## config.mk

```make
export PLATFORM = sky130hd
export DESIGN_NAME = rns_mod_add_arbiter_flat
export DESIGN_NICKNAME = d
export VERILOG_FILES = /design/src/rtl/rns_mod_add_arbiter_if.sv /design/src/rtl/rns_mod_add_arbiter.sv /design/src/flat_wrapper.sv
export SDC_FILE = /design/constraint.sdc
export NUM_CORES = 1
export LEC_CHECK = 0
export ABC_AREA = 1
export BUFFER_PORTS_ARGS = -buffer_cell sky130_fd_sc_hd__buf_2
export CAP_MARGIN = 40
export CORE_ASPECT_RATIO = 1.1
export CORE_MARGIN = 2
export CORE_UTILIZATION = 40
export DETAILED_ROUTE_END_ITERATION = 10
export HOLD_SLACK_MARGIN = 0.03
export PLACE_DENSITY = 0.7
export SLEW_MARGIN = 25
export SYNTH_ARGS = -nofsm -noshare
export SYNTH_HDL_FRONTEND = slang
export SYNTH_SLANG_ARGS = --single-unit
```

## constraint.sdc

```tcl
create_clock -name clk -period 3.9 [get_ports clk]
set_input_delay 0.78 -clock clk [delete_from_list [all_inputs] [get_ports clk]]
set_output_delay 0.78 -clock clk [all_outputs]
set_load 0.05 [all_outputs]
```

## src/rtl/rns_mod_add_arbiter_if.sv

```systemverilog
// Request/result bus between four requesters, the shared modular adder and its consumer.
// Transfer rule: a beat moves on the rising edge when its valid and ready are both high.
interface rns_mod_add_arbiter_if #(
    parameter int W = 8
);
    logic [3:0]     req_valid;
    logic [4*W-1:0] req_a;
    logic [4*W-1:0] req_b;
    logic [3:0]     req_ready;
    logic           res_valid;
    logic           res_ready;
    logic [W-1:0]   res_data;
    logic [1:0]     res_id;
    logic           res_err;

    modport master (
        output req_valid, req_a, req_b, res_ready,
        input  req_ready, res_valid, res_data, res_id, res_err
    );

    modport slave (
        input  req_valid, req_a, req_b, res_ready,
        output req_ready, res_valid, res_data, res_id, res_err
    );
endinterface

```

## src/rtl/rns_mod_add_arbiter.sv

```systemverilog
// Four-way round-robin arbiter sharing one registered (a+b) mod MOD adder.
// Operands >= MOD flag res_err and force res_data to zero.
module rns_mod_add_arbiter #(
    parameter int MOD = 255,
    parameter int W   = 8
) (
    input  logic                      clk,
    input  logic                      rst,
    rns_mod_add_arbiter_if.slave      bus,
    output logic [15:0]               op_count
);
    localparam logic [W:0] MOD_W = (W+1)'(MOD);

    logic [1:0]   r_last_grant;
    logic         r_res_valid;
    logic [W-1:0] r_res_data;
    logic [1:0]   r_res_id;
    logic         r_res_err;
    logic [15:0]  r_op_count;

    logic         w_can_accept;
    logic         w_found;
    logic [1:0]   w_cand;
    logic [1:0]   w_idx;
    logic [3:0]   w_grant;
    logic         w_xfer;
    logic         w_res_hs;
    logic [W-1:0] w_a;
    logic [W-1:0] w_b;
    logic [W:0]   w_sum;
    logic         w_err;
    logic [W-1:0] w_res;

    assign w_can_accept = !r_res_valid || bus.res_ready;
    assign w_res_hs     = r_res_valid && bus.res_ready;

    // Search starts just after the last granted requester, wrapping modulo 4.
    always_comb begin
        w_grant = '0;
        w_idx   = '0;
        w_found = 1'b0;
        w_cand  = '0;
        for (int k = 0; k < 4; k++) begin
            w_cand = r_last_grant + 2'(k + 1);
            if (!w_found && bus.req_valid[w_cand]) begin
                w_found = 1'b1;
                w_idx   = w_cand;
            end
        end
        if (w_found && w_can_accept && !rst) begin
            w_grant[w_idx] = 1'b1;
        end
    end

    assign w_xfer = |w_grant;

    always_comb begin
        w_a = '0;
        w_b = '0;
        for (int i = 0; i < 4; i++) begin
            if (w_idx == 2'(i)) begin
                w_a = bus.req_a[i*W +: W];
                w_b = bus.req_b[i*W +: W];
            end
        end
    end

    assign w_sum = {1'b0, w_a} + {1'b0, w_b};
    assign w_err = ({1'b0, w_a} >= MOD_W) || ({1'b0, w_b} >= MOD_W);

    // Both operands in range means the sum is below 2*MOD, so one subtraction suffices.
    always_comb begin
        w_res = '0;
        if (w_err) begin
            w_res = '0;
        end else if (w_sum >= MOD_W) begin
            w_res = W'(w_sum - MOD_W);
        end else begin
            w_res = W'(w_sum);
        end
    end

    always_ff @(posedge clk) begin
        if (rst) begin
            r_last_grant <= 2'd3;
            r_res_valid  <= 1'b0;
            r_res_data   <= '0;
            r_res_id     <= '0;
            r_res_err    <= 1'b0;
            r_op_count   <= '0;
        end else begin
            if (w_xfer) begin
                r_last_grant <= w_idx;
                r_res_valid  <= 1'b1;
                r_res_data   <= w_res;
                r_res_id     <= w_idx;
                r_res_err    <= w_err;
            end else if (w_res_hs) begin
                r_res_valid  <= 1'b0;
            end
            if (w_res_hs) begin
                r_op_count <= r_op_count + 16'd1;
            end
        end
    end

    assign bus.req_ready = w_grant;
    assign bus.res_valid = r_res_valid;
    assign bus.res_data  = r_res_data;
    assign bus.res_id    = r_res_id;
    assign bus.res_err   = r_res_err;
    assign op_count      = r_op_count;
endmodule

```

## src/flat_wrapper.sv

```systemverilog
// flat-port wrapper written by rule: the top's interface ports become plain ports
module rns_mod_add_arbiter_flat 
#(
    parameter int MOD = 255,
    parameter int W   = 8
)
  (clk, rst, op_count, bus_req_valid, bus_req_a, bus_req_b, bus_res_ready, bus_req_ready, bus_res_valid, bus_res_data, bus_res_id, bus_res_err);
  rns_mod_add_arbiter_if #(.W(W)) bus_i ();
  input  logic clk;
  input  logic rst;
  output logic [15:0] op_count;
  input wire logic [$bits(bus_i.req_valid)-1:0] bus_req_valid;
  input wire logic [$bits(bus_i.req_a)-1:0] bus_req_a;
  input wire logic [$bits(bus_i.req_b)-1:0] bus_req_b;
  input wire logic [$bits(bus_i.res_ready)-1:0] bus_res_ready;
  output wire logic [$bits(bus_i.req_ready)-1:0] bus_req_ready;
  output wire logic [$bits(bus_i.res_valid)-1:0] bus_res_valid;
  output wire logic [$bits(bus_i.res_data)-1:0] bus_res_data;
  output wire logic [$bits(bus_i.res_id)-1:0] bus_res_id;
  output wire logic [$bits(bus_i.res_err)-1:0] bus_res_err;
  assign bus_i.req_valid = bus_req_valid;
  assign bus_i.req_a = bus_req_a;
  assign bus_i.req_b = bus_req_b;
  assign bus_i.res_ready = bus_res_ready;
  assign bus_req_ready = bus_i.req_ready;
  assign bus_res_valid = bus_i.res_valid;
  assign bus_res_data = bus_i.res_data;
  assign bus_res_id = bus_i.res_id;
  assign bus_res_err = bus_i.res_err;
  rns_mod_add_arbiter #(.MOD(MOD), .W(W)) u_core (.clk(clk), .rst(rst), .bus(bus_i), .op_count(op_count));
endmodule
```

==> impl_metrics.tcl <==
set metrics [dict create \
    status "finished clean" \
    async_reset_ff_frac 0 \
    cp_max_fo 7 \
    grt_pass1_vias 3143 \
    die_x_um 82.7 \
    avgSynthCellArea_um2 6.05 \
    die_y_um 90.6 \
    area_growth_pct 53.5 \
    antenna_found_initial 0 \
    maxSlewViolCount 0 \
    yosys.area_share.simple 0.462 \
    synth_fa_ha_area_frac 0.0533 \
    synth_top_family_by_area "simple AND/OR/NAND/NOR gates" \
    rsz0062_at_grt "true" \
    cts-hold-fix-buffers 0 \
    cts_buffers 5 \
    routedWlPerCell_um 12.2 \
    holdWs_ps 446 \
    num_antenna_cells 0 \
    drtAntennaViolNets 0 \
    synth-compound-area-share 0.116 \
    period_share 0.981 \
    crit_path_top_delay_cell "fa_2" \
    tightest_slew_ps 585 \
    yosysWarnings 0 \
    via_per_inst 5.06 \
    firstDrtPassIters 6 \
    drt-initial-drc-count 140 \
    crit_required_ps 4110 \
    htreeDepth 2 \
    relSlewSlack 0.606 \
    rows 31 \
    grt_max_degree 22 \
    clk_pin_slew_ps 60 \
    worst_ep_arrival_time_ps 4030 \
    min_period_ps 3830 \
    grt_pass1_wl_mm 13.0 \
    gr-total-overflow 0 \
    cts_sinks 30 \
    synth.area.mux_share 0 \
    hold_violations 0 \
    tns_ps 0 \
    insertion_delay_ps 280 \
    worstSetupStartpointType "input pin" \
    vias 3434 \
    rr_worst_depth 28 \
    cts-root-buf "clkbuf_8" \
    dieArea_mm2 0.00749 \
    yosys.cell_types.count 41 \
    clockBufferDepth 2 \
    drive_above_1_share 0.452 \
    routabilityCongestion 0.889 \
    drv_cap 0 \
    numPortBuffers 102 \
    start_util 0.413 \
    dp_slack_ps -437 \
    hold-path-cell-count 1 \
    nNetsFinal 680 \
    slowest_delay_ps 570 \
    synth_cells 450 \
    synth-xor-area-share 0.0225 \
    endpoint_kind "register" \
    synth.yosys.seq_area_share 0.220 \
    track_usage 0.214 \
    worst_hold_path_type "register to register" \
    path_class "input pin to register" \
    coreArea_mm2 0.00659 \
    fin_worst_skew_ps 5.39 \
    fmax_mhz 261 \
    setup_slack_ps 73.0 \
    synth_flop_cell "dfxtp_1" \
    netlist_area_mm2 0.00272 \
    hpwl_mm 6.25 \
    setup_violations 0 \
    pin_count 103 \
    drc 0 \
    path_common_cell "nand2_4" \
    synth-seq-cells 30 \
    cts_tree "yes" \
    synth_edf_count 0 \
    synth_fp_nets 532 \
    drt-total-wl_mm 8.29 \
]
-- layer usage --
layer	up-vias	track usage	part of all wire
met5	-	0	0
met4	0	0.0669	0.016
met3	13	0.0270	0.047
met2	102	0.398	0.53
met1	1570	0.245	0.40
li1	1749	-	-
-- registers in the layout, indices dropped and copies added, names as in the netlist --
| name | cells |
|---|---|
| u_core.bus.res_err | 1 |
| u_core.bus.res_valid | 1 |
| u_core.bus.res_id | 2 |
| u_core.op_count | 16 |
| u_core.bus.res_data | 8 |
| u_core.r_last_grant | 2 |
-- critical path, delay by kind of cell --
family | cells | cell delay (ps)
AOI/OAI and AO/OA | 1 | 130
and+or+nand+nor | 18 | 1840
buffers and inverters | 3 | 200
xor gates and xnor gates | 1 | 150
adders and majority gates | 3 | 920
-- through the flow --
step	util	std cells	area (um^2)
2_1_floorplan	-	450	2820
3_3_place_gp	0.554	660	3650
3_5_place_dp	0.554	660	3650
4_1_cts	0.576	668	3800
5_1_grt	0.634	679	4180
6_report	0.634	679	4180
-- path summary, 6_finish.rpt --
| kind | start | endpoint | slack, ps |
|---|---|---|---|
| setup / recovery | bus_req_valid[1] | u_core.bus.res_data[2] | 70 |
| hold / removal | u_core.op_count[15] | u_core.op_count[15] | 450 |
| setup reg to reg | u_core.r_last_grant[0] | u_core.bus.res_data[2] | 150 |
| hold reg to reg | u_core.op_count[15] | u_core.op_count[15] | 450 |
-- cells in the final DEF, fill, tap and decap left out, types with 3 or more instances in the layout --
cell	netlist	final
inv_1	58	51
dfxtp_1	30	28
nand3_1	56	45
nand4_1	10	10
nor2_2	5	7
buf_4	1	43
ha_4	0	6
buf_2	3	98
or2_2	6	5
o21ai_0	18	13
o21ai_2	1	3
nor3_1	8	7
nand3_2	3	13
a21oi_2	0	4
nand2_1	126	92
nor2_1	36	33
ha_1	10	3
nand2_2	7	28
buf_6	3	10
o21ai_1	5	8
inv_2	2	8
a21oi_1	27	23
clkbuf_8	0	6
nand2_4	2	16
-- synthesized netlist by cell type, types with 6 or more instances --
| library cell | n | share of area |
|---|---|---|
| nand2_1 | 126 | 0.17 |
| inv_1 | 58 | 0.080 |
| nand3_1 | 56 | 0.10 |
| nor2_1 | 36 | 0.050 |
| dfxtp_1 | 30 | 0.22 |
| a21oi_1 | 27 | 0.050 |
| o21ai_0 | 18 | 0.033 |
| ha_1 | 10 | 0.046 |
| nand4_1 | 10 | 0.023 |
| nor3_1 | 8 | 0.015 |
| nand2_2 | 7 | 0.016 |
| or2_2 | 6 | 0.014 |
-- area by class of cell --
type | count | area, um^2
fill | 600 | 2410
clock buffer | 6 | 82.6
multi-input combinational | 345 | 2170
inverter | 62 | 243
tap | 82 | 103
sequential | 30 | 606
timing repair buffer | 154 | 981
-- logic make-up after synthesis --
group / count (synthesis)
buffers and inverters: 76
AO/OA/AOI/OAI: 56
AND/OR/NAND/NOR: 270
flip-flops: 30
adder cells (fa/ha/maj): 11
XOR/XNOR: 7
-- what timing repair did --
action / in CTS / in global routing
pin swaps: 3 / 48
resized for setup: 12 / 81
gates cloned: 1 / 0
endpoints found under the setup margin: 7 / 8
buffers inserted: 1 / 11
Power is not shown: default switching activity piles up to over one toggle a cycle in this logic, so the estimate is an artifact.
